--- src/rtl/alu_issuer.sv ---
// alu_issuer: queues ALU requests, drives an external combinational ALU, returns results in order.
// Optional feature macro ALU_ISSUER_OVF_EN: registers signed ADD/SUB overflow on rsp_ovf.

package alu_issuer_pkg;
   localparam int unsigned DATA_W  = 32;
   localparam int unsigned FUNCT_W = 6;

   localparam logic [FUNCT_W-1:0] FN_AND = 6'b100100;
   localparam logic [FUNCT_W-1:0] FN_OR  = 6'b100101;
   localparam logic [FUNCT_W-1:0] FN_ADD = 6'b100000;
   localparam logic [FUNCT_W-1:0] FN_SUB = 6'b100010;
   localparam logic [FUNCT_W-1:0] FN_SLT = 6'b101010;

   typedef struct packed {
      logic [DATA_W-1:0]  opa;
      logic [DATA_W-1:0]  opb;
      logic [FUNCT_W-1:0] funct;
   } req_t;
endpackage

module alu_issuer
   import alu_issuer_pkg::*;
#(
   parameter int unsigned FIFO_DEPTH = 4
) (
   input  logic               clk,
   input  logic               reset,
   input  logic               req_valid,
   output logic               req_ready,
   input  logic [DATA_W-1:0]  req_opA,
   input  logic [DATA_W-1:0]  req_opB,
   input  logic [FUNCT_W-1:0] req_funct,
   output logic [DATA_W-1:0]  alu_dataA,
   output logic [DATA_W-1:0]  alu_dataB,
   output logic [FUNCT_W-1:0] alu_Signal,
   input  logic [DATA_W-1:0]  alu_dataOut,
   output logic               rsp_valid,
   input  logic               rsp_ready,
   output logic [DATA_W-1:0]  rsp_data,
   output logic               rsp_err,
   output logic               rsp_ovf,
   output logic               busy
);

   localparam int unsigned PTR_W = (FIFO_DEPTH > 1) ? $clog2(FIFO_DEPTH) : 1;
   localparam int unsigned CNT_W = PTR_W + 1;

   typedef enum logic [1:0] {
      IDLE    = 2'd0,
      ISSUE   = 2'd1,
      RESPOND = 2'd2
   } state_t;

   state_t           state, state_d;
   req_t             mem [FIFO_DEPTH];
   req_t             head;
   logic [PTR_W-1:0] wptr, rptr;
   logic [CNT_W-1:0] count;
   logic             push, pop, empty, full;
   logic             head_legal;
   logic             issue, accept;
   logic             cur_err;

   assign empty     = (count == '0);
   assign full      = (count == CNT_W'(FIFO_DEPTH));
   assign req_ready = !full;
   assign push      = req_valid && !full;
   assign head      = mem[rptr];
   assign busy      = (state != IDLE) || !empty;

   always_comb begin
      head_legal = 1'b0;
      case (head.funct)
         FN_AND, FN_OR, FN_ADD, FN_SUB, FN_SLT: head_legal = 1'b1;
         default:                               head_legal = 1'b0;
      endcase
   end

   // Request storage; contents are don't-care until written, so no reset
   always_ff @(posedge clk) begin
      if (push) begin
         mem[wptr] <= {req_opA, req_opB, req_funct};
      end
   end

   always_ff @(posedge clk or posedge reset) begin
      if (reset) begin
         wptr  <= '0;
         rptr  <= '0;
         count <= '0;
      end else begin
         if (push) wptr <= wptr + PTR_W'(1);
         if (pop)  rptr <= rptr + PTR_W'(1);
         count <= count + CNT_W'(push) - CNT_W'(pop);
      end
   end

   always_ff @(posedge clk or posedge reset) begin
      if (reset) state <= IDLE;
      else       state <= state_d;
   end

   always_comb begin
      state_d = state;
      pop     = 1'b0;
      issue   = 1'b0;
      accept  = 1'b0;
      case (state)
         IDLE: begin
            if (!empty) begin
               pop     = 1'b1;
               state_d = ISSUE;
            end
         end
         ISSUE: begin
            issue   = 1'b1;
            state_d = RESPOND;
         end
         RESPOND: begin
            if (rsp_ready) begin
               accept = 1'b1;
               if (!empty) begin
                  pop     = 1'b1;
                  state_d = ISSUE;
               end else begin
                  state_d = IDLE;
               end
            end
         end
         default: state_d = IDLE;
      endcase
   end

   // Illegal codes leave the ALU drive untouched and are flagged for the response
   always_ff @(posedge clk or posedge reset) begin
      if (reset) begin
         alu_dataA  <= '0;
         alu_dataB  <= '0;
         alu_Signal <= '0;
         cur_err    <= 1'b0;
         rsp_valid  <= 1'b0;
         rsp_data   <= '0;
         rsp_err    <= 1'b0;
      end else begin
         if (pop) begin
            cur_err <= !head_legal;
            if (head_legal) begin
               alu_dataA  <= head.opa;
               alu_dataB  <= head.opb;
               alu_Signal <= head.funct;
            end
         end
         if (issue) begin
            rsp_valid <= 1'b1;
            rsp_err   <= cur_err;
            rsp_data  <= cur_err ? '0 : alu_dataOut;
         end else if (accept) begin
            rsp_valid <= 1'b0;
         end
      end
   end

`ifdef ALU_ISSUER_OVF_EN
   logic ovf_c;

   // Signed overflow judged from the driven operands and the sign of the ALU result
   always_comb begin
      ovf_c = 1'b0;
      if (!cur_err) begin
         case (alu_Signal)
            FN_ADD:  ovf_c = (alu_dataA[DATA_W-1] == alu_dataB[DATA_W-1]) &&
                             (alu_dataOut[DATA_W-1] != alu_dataA[DATA_W-1]);
            FN_SUB:  ovf_c = (alu_dataA[DATA_W-1] != alu_dataB[DATA_W-1]) &&
                             (alu_dataOut[DATA_W-1] != alu_dataA[DATA_W-1]);
            default: ovf_c = 1'b0;
         endcase
      end
   end

   always_ff @(posedge clk or posedge reset) begin
      if (reset)      rsp_ovf <= 1'b0;
      else if (issue) rsp_ovf <= ovf_c;
   end
`else
   assign rsp_ovf = 1'b0;
`endif

endmodule
--- config.mk ---
export PLATFORM = sky130hd
export DESIGN_NAME = alu_issuer
export DESIGN_NICKNAME = d
export VERILOG_FILES = /design/src/rtl/alu_issuer.sv
export SDC_FILE = /design/constraint.sdc
export NUM_CORES = 1
export LEC_CHECK = 0
export ABC_AREA = 1
export CORE_MARGIN = 10
export CORE_UTILIZATION = 49
export DETAILED_ROUTE_END_ITERATION = 10
export PLACE_DENSITY = 0.8
export SKIP_CTS_REPAIR_TIMING = 1
export SLEW_MARGIN = 30
export SYNTH_ARGS = -nofsm -noshare
export SYNTH_HDL_FRONTEND = slang
export SYNTH_SLANG_ARGS = --single-unit
--- constraint.sdc ---
create_clock -name clk -period 4.5 [get_ports clk]
set_clock_uncertainty 0.2 [all_clocks]
set_input_delay 1.125 -clock clk [delete_from_list [all_inputs] [get_ports clk]]
set_output_delay 1.125 -clock clk [all_outputs]
set_load 0.1 [all_outputs]
==> key figures, run 1 <==
STA
  – Final slew viol count: 0
  – Final setup margin: 0.6087 ns
  – Setup violations, final: 0
  – Rel. slew slack: 32.35%
  – Post-layout min period: 3.891 ns
  – Fin crit share: 86.47%
  – Worst Max-Slew Pin Slew: 1.012 ns
  – RSZ-0062 raised after global routing: no
  – Setup TNS: 0 ns
  – F_max: 0.2570 GHz
  – Final Hold Viols: 0

Cells and area
  – Share of layout cells above drive strength 1: 6.613%
  – Post-Layout Cell Count: 1752
  – Most common cell after layout, fill and taps aside: edfxtp_1
  – Final #Nets: 1442
  – Most frequent cells in the layout: edfxtp_1 (280), clkdlybuf4s50_1 (210), nand2_1 (162)
  – P&R area growth vs syn: 25.67%
  – Post-route cell area: 18590 sq um

Logic synthesis
  – Mapped Cells: 1132
  – Synth warn: 0
  – Mapped Nets: 1245
  – Seq/Total Area, Yosys: 76.12%
  – EDFF count, synth: 280
  – #FFs+latches synth: 394
  – Distinct cells, synth: 28
  – Cell Area, Synth: 14790 sq um
  – Synth Area per Inst: 13.07 sq um
  – Synth top area cells: edfxtp_1 (57%), dfrtp_1 (19%), o21ai_0 (4.4%), nand2_1 (4.1%), nor2_1 (3.7%)
  – Share of the synthesized area in the top cell type: 56.83%
  – Ys flop type: edfxtp_1
  – Fraction of registers with async set/reset: 28.93%
  – Yosys top cell by area: edfxtp_1

Floorplan
  – # rows: 63
  – Die span in y: 193.8 um
  – Die width: 193.8 um
  – Die area: 37540 sq um
  – CORE AREA: 29720 sq um
  – Num ports: 213
  – Initial core utilization: 49.78%

Min path
  – Worst Min Path Start: alu_dataA[21]
  – Worst Hold Endpoint: alu_dataA[21]
  – Hold depth: 2
  – Hold crit path type: register to register

Power
  – Leakage power: 0.007038 uW
  – Maximum vdd drop: 640.2 uV
  – Pwr Density: 817.6 nW/um^2

Setup path
  – Crit path DAT: 2.57 ns
  – Worst R2R Path Depth: 8
  – Slowest stage delay, CP: 1.02 ns
  – Critical path fanouts, max: 4
  – Crit path buf inv count: 1
  – Flop-to-flop setup slack: 0.96 ns
  – Crit path cell chain: nor3_1 > nand3_1 > clkdlybuf4s50_1
  – Critical path launch point type: register
  – Worst path required time: 3.17 ns
  – Crit. End Element: output pin
  – Crit Reg-Reg Startpoint: rptr[0]
  – R2R Path End: alu_dataA[4]
  – CP Class: register to output pin
  – Crit path max-delay cell type: clkdlybuf4s50_1
  – CP delay by family, top: buffers and inverters

Clock network
  – Clock sink count: 394
  – Clock slew at reported path FFs: 0.06 ns
  – Clk root buf: clkbuf_16
  – Cts bufs inserted: 41
  – CTS Buffer Depth: 3
  – CTS tree: done
  – Clock latency on the worst-skew pair: 0.52 ns
  – H-tree levels: 2

Global routing
  – Initial antenna violation count: 1
  – Vias in the first global route: 9838
  – GRT Overall Usage: 18.38%
  – Largest net degree at the start of global routing: 105
  – Global-route wire length before repair: 55.86 mm
  – Total grt overflow: 0

Placement
  – Place WS: 0.9165 ns
  – Number of port buffers: 211
  – Post-Place Cell Area: 17260 sq um
  – Post-DP HPWL: 20.65 mm
  – Final GP Congestion: 0.7922
  – Placed cells: 1676

Detailed routing
  – Drt drc: 0
  – Post-route ant nets: 0
  – Final WL: 35.67 mm
  – DR pass1 iterations: 5
  – Routed length per instance: 20.36 um
  – DRT iter0 DRCs: 597
  – Vias per inst: 5.495
  – Vias: 9628

Outcome
  – Status: completed

Flow run
  – MaxCap Viol Count: 0
[state kept, by name, summed over array words and instances (netlist names)]
| name | cells |
|---|---|
| rsp_err | 1 |
| cur_err | 1 |
| alu_Signal | 6 |
| mem | 280 |
| alu_dataA | 32 |
| wptr | 2 |
| rsp_data | 32 |
| rptr | 2 |
| count | 3 |
| alu_dataB | 32 |
| rsp_valid | 1 |
| state | 2 |
[worst register-to-register path, delay by kind of cell, from the launching register on]
| family | cells | cell delay [ns] |
|---|---|---|
| AND/OR/NAND/NOR | 6 | 1.38 |
| AO/OA/AOI/OAI | 1 | 0.79 |
| flip-flops | 1 | 0.68 |
| buffers and inverters | 1 | 0.39 |
[layer usage]
layer	global-route usage, %	part of all wire [%]
met5	0	0
met3	4.651	7.0
met2	29.84	48
met1	24.35	43
met4	4.406	1.7
[report_power, final]
part / internal (uW) / switching (uW)
Combinational: 1510 / 5090
Sequential: 4870 / 463
Clock: 1950 / 1320
Total: 8330 / 6870
[through the flow]
step | power (uW) | util (%) | hold WS [ns]
floorplan | 10200 | - | 0.2956
global placement | 11860 | 58.09 | 0.2456
detailed placement | 12030 | 58.09 | 0.2505
CTS | 15340 | 62.54 | 0.2747
global route | 15950 | 62.55 | 0.2991
finish | 15200 | 62.56 | 0.2719
[synthesized netlist by cell type (3+ instances only)]
cell type and number:
edfxtp_1 280, nand2_1 162, nor2_1 146, o21ai_0 129, dfrtp_1 114, nand3_1 83
o22ai_1 64, clkbuf_1 42, a22o_1 32, buf_2 24, inv_1 23, ha_1 6
buf_4 4, inv_2 3
[worst max path at each step]
| stage | slack [ns] | cells after the start | end | startpoint |
|---|---|---|---|---|
| after floorplan | -0.69 | 4 | mem[0][0] | count[1] |
| after global placement | 0.98 | 8 | alu_dataA[12] | rsp_ready |
| after detailed placement | 0.92 | 8 | alu_dataB[21] | rsp_ready |
| after CTS | 0.62 | 3 | busy | count[1] |
| after global routing | 0.54 | 3 | busy | count[1] |
| final | 0.61 | 3 | busy | count[1] |
[final cells by class]
class	count	area, sq um
fillers	2194	11130
inverters	26	102.6
flip-flops and latches	394	11270
well taps	390	488.0
clock buffers	62	1197
multi-input cells	638	3148
diodes	1	2.502
repair buffers	228	2263
clock inverters	13	123.9
[kinds of logic after synthesis]
group / share of synthesized area [%]
simple gates: 10.81
flops: 76.12
compound gates: 9.227
buf+inv: 2.943
fa+ha+maj: 0.6428
xor+xnor: 0.2368
other cells: 0.02535
Power figures use the tool's default switching activity.
==> inputs of run 2 (changes only) <==
--- a/config.mk
+++ b/config.mk
@@ -6,7 +6,7 @@
 export NUM_CORES = 1
 export LEC_CHECK = 0
 export ABC_AREA = 1
-export CORE_MARGIN = 10
+export CORE_MARGIN = 8
 export CORE_UTILIZATION = 49
 export DETAILED_ROUTE_END_ITERATION = 10
 export PLACE_DENSITY = 0.8
@@ -15,3 +15,4 @@
 export SYNTH_ARGS = -nofsm -noshare
 export SYNTH_HDL_FRONTEND = slang
 export SYNTH_SLANG_ARGS = --single-unit
+export TNS_END_PERCENT = 30
==> run 2 against run 1 <==
Count of clock-buffer cells in the layout decreased by 4; wire length is 1.6% lower; critical endpoint unchanged; global-route usage increased by 0.48 points; register-to-register slack better by 0.30 ns; flip-flop and latch count did not move.
==> key figures, run 2 (same netlist as run 1, synthesis figures left out) <==
Outcome
  – Status: completed (unchanged)

Clock network
  – CTS Buffer Depth: 3 (unchanged)
  – Cts bufs inserted: 40 (was 41)
  – Clk root buf: clkbuf_16 (unchanged)
  – Clock latency on the worst-skew pair: 0.54 ns (was 0.52 ns)
  – H-tree levels: 2 (unchanged)
  – Clock sink count: 394 (unchanged)
  – Clock slew at reported path FFs: 0.06 ns (about the same)
  – CTS tree: done (unchanged)

Global routing
  – Vias in the first global route: 9806 (was 9838)
  – Global-route wire length before repair: 53.74 mm (was 55.86 mm)
  – GRT Overall Usage: 18.86% (was 18.38%)
  – Largest net degree at the start of global routing: 105 (unchanged)
  – Initial antenna violation count: 2 (was 1)
  – Total grt overflow: 0 (unchanged)

Detailed routing
  – Met2 routed WL: 17.23 mm (was 17.10 mm)
  – Vias per inst: 5.546 (was 5.495)
  – Drt drc: 0 (unchanged)
  – DR pass1 iterations: 5 (unchanged)
  – Highest metal layer with signal wires: met5 (was met4)
  – Final WL: 35.12 mm (was 35.67 mm)
  – Vias: 9705 (was 9628)
  – Met3 WL post-DR: 2.964 mm (was 2.493 mm)
  – DRT met1 WL: 14.12 mm (was 15.48 mm)
  – Post-route ant nets: 0 (unchanged)
  – Routed length per instance: 20.07 um (was 20.36 um)
  – DRT iter0 DRCs: 680 (was 597)

Placement
  – Final GP Congestion: 0.7532 (was 0.7922)
  – Post-Place Cell Area: 17230 sq um (was 17260 sq um)
  – Number of port buffers: 211 (unchanged)
  – Post-DP HPWL: 20.60 mm (was 20.65 mm)

STA
  – F_max: 0.2602 GHz (was 0.2570 GHz)
  – Rel. slew slack: 31.36% (was 32.35%)
  – Post-layout min period: 3.843 ns (was 3.891 ns)
  – Final Hold Viols: 0 (unchanged)
  – Final slew viol count: 0 (unchanged)
  – Setup TNS: 0 ns (unchanged)
  – RSZ-0062 raised after global routing: no (unchanged)
  – Worst Max-Slew Pin Slew: 1.026 ns (was 1.012 ns)
  – Setup violations, final: 0 (unchanged)
  – Worst Hold Slack: 0.2603 ns (was 0.2719 ns)
  – Fin crit share: 85.40% (was 86.47%)

Setup path
  – Worst path required time: 3.17 ns (about the same)
  – Critical path launch point type: register (unchanged)
  – Critical path fanouts, max: 4 (unchanged)
  – CP Class: register to output pin (unchanged)
  – Crit. End Element: output pin (unchanged)
  – Crit path DAT: 2.52 ns (was 2.57 ns)

Floorplan
  – Die span in y: 189.8 um (was 193.8 um)
  – # rows: 63 (unchanged)
  – Die area: 36010 sq um (was 37540 sq um)
  – Initial core utilization: 49.78% (unchanged)
  – Num ports: 213 (unchanged)
  – CORE AREA: 29720 sq um (unchanged)
  – Die width: 189.8 um (was 193.8 um)

Cells and area
  – Most frequent cells in the layout: edfxtp_1 (280), clkdlybuf4s50_1 (208), nand2_1 (162) (was edfxtp_1 (280), clkdlybuf4s50_1 (210), nand2_1 (162))
  – Final #Nets: 1441 (was 1442)
  – Largest register FFs: 280 (unchanged)
  – Filler Cell Count: 2230 (was 2194)
  – Post-route cell area: 18550 sq um (was 18590 sq um)
  – Storage cell area: 11270 sq um (unchanged)
  – Share of layout cells above drive strength 1: 6.990% (was 6.613%)
  – Multi-input gate area: 3148 sq um (unchanged)
  – Final Util: 62.41% (was 62.56%)
  – P&R area growth vs syn: 25.36% (was 25.67%)
  – Most common cell after layout, fill and taps aside: edfxtp_1 (unchanged)
  – Biggest register: mem (unchanged)

Flow run
  – MaxCap Viol Count: 0 (unchanged)

Min path
  – Hold crit path type: register to register (unchanged)
[run 2: final timing paths]
| path | end | depth (start not counted) | start | slack, ns |
|---|---|---|---|---|
| worst max register to register | alu_dataA[12] | 8 | rptr[0] | 1.26 |
| worst min-delay path | alu_Signal[5] | 2 | alu_Signal[5] | 0.26 |
| max in group asynchronous | alu_dataA[8] | 3 | reset | 2.44 |
| min in group asynchronous | rsp_data[12] | 2 | reset | 0.95 |
| worst max-delay path | busy | 3 | count[1] | 0.66 |
| worst min register to register | alu_Signal[5] | 2 | alu_Signal[5] | 0.26 |
[run 2: final cells by class]
class / count / share of cell area, %
timing repair buffer: 228 / 11.99
tap: 390 / 2.631
sequential: 394 / 60.74
antenna: 1 / 0.01349
clock buffer: 58 / 6.085
multi-input combinational: 638 / 16.97
inverter: 26 / 0.5802
clock inverter: 15 / 0.9782
[run 2: per-layer routing]
layer,vias to the layer above,track usage [%]
met1,4788,23.23
met4,2,5.713
met3,63,4.742
li1,4436,-
met2,416,32.49
met5,-,0
[run 2: stage by stage]
stage                     cells  setup WS [ns]
after floorplan            1132        -0.6903
after global placement     1676         0.8407
after detailed placement   1676         0.7174
after CTS                  1749         0.6225
after global routing       1750         0.5496
final                      1750         0.6571
[run 2: worst max-delay path, cell delays in order, from the launching register on]
cell             delay (ns)
dfrtp_1                0.43
nor3_1                 0.39
nand3_1                0.15
clkdlybuf4s50_1        1.02
Power of run 2 is left out: the tool's default activity adds up to more than one toggle a clock period on the data nets, which glitch-free logic cannot reach.
==> inputs of run 3 (changes only) <==
--- a/config.mk
+++ b/config.mk
@@ -5,13 +5,12 @@
 export SDC_FILE = /design/constraint.sdc
 export NUM_CORES = 1
 export LEC_CHECK = 0
-export ABC_AREA = 1
 export CORE_MARGIN = 8
-export CORE_UTILIZATION = 49
+export CORE_UTILIZATION = 58
 export DETAILED_ROUTE_END_ITERATION = 10
-export PLACE_DENSITY = 0.8
+export PLACE_DENSITY = 0.88
 export SKIP_CTS_REPAIR_TIMING = 1
-export SLEW_MARGIN = 30
+export SLEW_MARGIN = 20
 export SYNTH_ARGS = -nofsm -noshare
 export SYNTH_HDL_FRONTEND = slang
 export SYNTH_SLANG_ARGS = --single-unit
==> constraint.sdc (replaced) <==
create_clock -name clk -period 4.66 [get_ports clk]
set_clock_uncertainty 0.2 [all_clocks]
set_input_delay 1.165 -clock clk [delete_from_list [all_inputs] [get_ports clk]]
set_output_delay 1.165 -clock clk [all_outputs]
set_load 0.1 [all_outputs]
==> run 3 against run 2 <==
Final cell count fell by 25%; sequential share of layout area grew 0.41 points; core utilization grew 11 points; synthesized cell count shrank 37%; design area shrank 0.65%; count of clock-buffer cells in the layout decreased by 5; worst setup slack improved by 0.18 ns; global-route usage rose by 0.32 points.
==> key figures, run 3 <==
Detailed routing
  – Post-route ant nets: 0 (unchanged)
  – Vias: 7375 (was 9705)
  – Vias per inst: 5.638 (was 5.546)
  – Drt drc: 0 (unchanged)
  – DRT iter0 DRCs: 492 (was 680)
  – Final WL: 29.49 mm (was 35.12 mm)
  – Routed length per instance: 22.55 um (was 20.07 um)
  – DR pass1 iterations: 5 (unchanged)

Setup path
  – Crit path max-delay cell type: clkdlybuf4s50_1 (unchanged)
  – Critical path launch point type: register (unchanged)
  – Slowest stage delay, CP: 1.00 ns (was 1.02 ns)
  – Critical path fanouts, max: 4 (unchanged)
  – Crit path DAT: 2.46 ns (was 2.52 ns)
  – Worst path required time: 3.29 ns (was 3.17 ns)
  – Crit path cell chain: nor3_1 > nand2_1 > clkdlybuf4s50_1 (was nor3_1 > nand3_1 > clkdlybuf4s50_1)
  – Crit. End Element: output pin (unchanged)
  – CP Class: register to output pin (unchanged)
  – Crit path buf inv count: 1 (unchanged)
  – CP delay by family, top: buffers and inverters (unchanged)

Logic synthesis
  – Most frequent cell after synthesis: edfxtp_1 (unchanged)
  – Ys flop type: edfxtp_1 (unchanged)
  – Share of the synthesized area in the top cell type: 57.58% (was 56.83%)
  – Synth top area cells: edfxtp_1 (58%), dfrtp_1 (20%), mux4_2 (11%), mux2_2 (4.9%), nand2b_1 (1.5%) (was edfxtp_1 (57%), dfrtp_1 (19%), o21ai_0 (4.4%), nand2_1 (4.1%), nor2_1 (3.7%))
  – Synth Area per Inst: 20.34 sq um (was 13.07 sq um)
  – Cell Area, Synth: 14600 sq um (was 14790 sq um)
  – Seq/Total Area, Yosys: 77.12% (was 76.12%)
  – Distinct cells, synth: 31 (was 28)
  – Fraction of registers with async set/reset: 28.93% (unchanged)
  – EDFF count, synth: 280 (unchanged)
  – #FFs+latches synth: 394 (unchanged)
  – Yosys top cell by area: edfxtp_1 (unchanged)
  – Mapped Cells: 718 (was 1132)
  – Most frequent cells after synthesis: edfxtp_1 (280), dfrtp_1 (114), mux4_2 (69) (was edfxtp_1 (280), nand2_1 (162), nor2_1 (146))
  – Synth warn: 0 (unchanged)
  – Mapped Nets: 831 (was 1245)

Floorplan
  – Die area: 30510 sq um (was 36010 sq um)
  – # rows: 58 (was 63)
  – Initial core utilization: 58.49% (was 49.78%)
  – Num ports: 213 (unchanged)
  – CORE AREA: 24960 sq um (was 29720 sq um)
  – Die span in y: 174.7 um (was 189.8 um)
  – Die width: 174.7 um (was 189.8 um)

Global routing
  – Initial antenna violation count: 1 (was 2)
  – GRT Overall Usage: 19.19% (was 18.86%)
  – Vias in the first global route: 8028 (was 9806)
  – Global-route wire length before repair: 45.63 mm (was 53.74 mm)
  – Total grt overflow: 0 (unchanged)
  – Largest net degree at the start of global routing: 67 (was 105)

STA
  – RSZ-0062 raised after global routing: no (unchanged)
  – Final Hold Viols: 0 (unchanged)
  – Setup TNS: 0 ns (unchanged)
  – Worst Max-Slew Pin Slew: 1.043 ns (was 1.026 ns)
  – Final slew viol count: 0 (unchanged)
  – Rel. slew slack: 30.24% (was 31.36%)
  – Post-layout min period: 3.821 ns
  – Fin crit share: 81.99%
  – Worst Hold Slack: 0.2634 ns (was 0.2603 ns)
  – F_max: 0.2617 GHz
  – Setup violations, final: 0 (unchanged)

Clock network
  – CTS tree: done (unchanged)
  – H-tree levels: 2 (unchanged)
  – Clock slew at reported path FFs: 0.06 ns (about the same)
  – Clk root buf: clkbuf_16 (unchanged)
  – CTS Buffer Depth: 3 (unchanged)
  – Cts bufs inserted: 39 (was 40)
  – Clock sink count: 394 (unchanged)
  – Clock latency on the worst-skew pair: 0.51 ns (was 0.54 ns)

Outcome
  – Status: completed (unchanged)

Placement
  – Post-DP HPWL: 18.78 mm (was 20.60 mm)
  – Final GP Congestion: 0.8097 (was 0.7532)
  – Number of port buffers: 211 (unchanged)

Flow run
  – MaxCap Viol Count: 0 (unchanged)

Cells and area
  – Most common cell after layout, fill and taps aside: edfxtp_1 (unchanged)
  – Most frequent cells in the layout: edfxtp_1 (280), clkdlybuf4s50_1 (211), dfrtp_1 (112) (was edfxtp_1 (280), clkdlybuf4s50_1 (208), nand2_1 (162))
  – Number of diodes: 0 (was 1)
  – Final #Nets: 1060 (was 1441)
  – Filler Cell Count: 1411 (was 2230)
  – P&R area growth vs syn: 26.20% (was 25.36%)
  – Share of layout cells above drive strength 1: 21.68% (was 6.990%)
  – Multi-input gate area: 3187 sq um (was 3148 sq um)
  – Biggest register: mem (unchanged)
  – Storage cell area: 11270 sq um (about the same)
  – Largest register FFs: 280 (unchanged)

Min path
  – Hold crit path type: register to register (unchanged)
-- run 3: layout make-up --
class / count / share of cell area (%)
repair buffers: 222 / 12.25
clock buffers: 53 / 5.908
clock inverters: 19 / 0.9574
well taps: 330 / 2.241
flip-flops and latches: 394 / 61.15
inverters: 9 / 0.1969
multi-input cells: 281 / 17.29
-- run 3: per-layer routing --
metal | up-vias | wire length [um] | share of wire (%) | global-route usage, %
met3 | 37 | 2070 | 7.0 | 4.511
met2 | 265 | 14750 | 50 | 32.75
met4 | 2 | 404 | 1.4 | 3.850
met5 | - | 13 | 0.044 | 0
met1 | 3826 | 12250 | 42 | 25.01
li1 | 3245 | - | - | -
-- run 3: through the flow --
step	instance area (sq um)	cells	setup slack, ns	util (%)
after global placement	17160	1236	0.9382	68.72
after detailed placement	17160	1236	0.8731	68.72
after global routing	18430	1308	0.6738	73.81
final	18430	1308	0.8392	73.81
after floorplan	14600	718	0.2793	-
after CTS	18420	1308	0.8114	73.79
-- run 3: path summary, 6_finish.rpt --
kind / start / to / slack [ns] / cells past startpoint
max: count[1] / busy / 0.84 / 3
min: alu_Signal[5] / alu_Signal[5] / 0.26 / 1
max reg2reg: rptr[0] / alu_dataA[29] / 1.53 / 6
min reg2reg: alu_Signal[5] / alu_Signal[5] / 0.26 / 1
max in group asynchronous: reset / rptr[0] / 2.42 / 3
min in group asynchronous: reset / alu_dataB[24] / 1.02 / 2
-- run 3: kinds of logic after synthesis --
family | count (synthesis) | share of synthesized area [%]
flops | 394 | 77.12
buf+inv | 43 | 1.242
other cells | 1 | 0.02568
simple gates | 91 | 3.282
fa+ha+maj | 7 | 0.6512
compound gates | 38 | 1.345
mux | 139 | 16.03
xor+xnor | 5 | 0.2999
Power of run 3 is left out for the same reason.
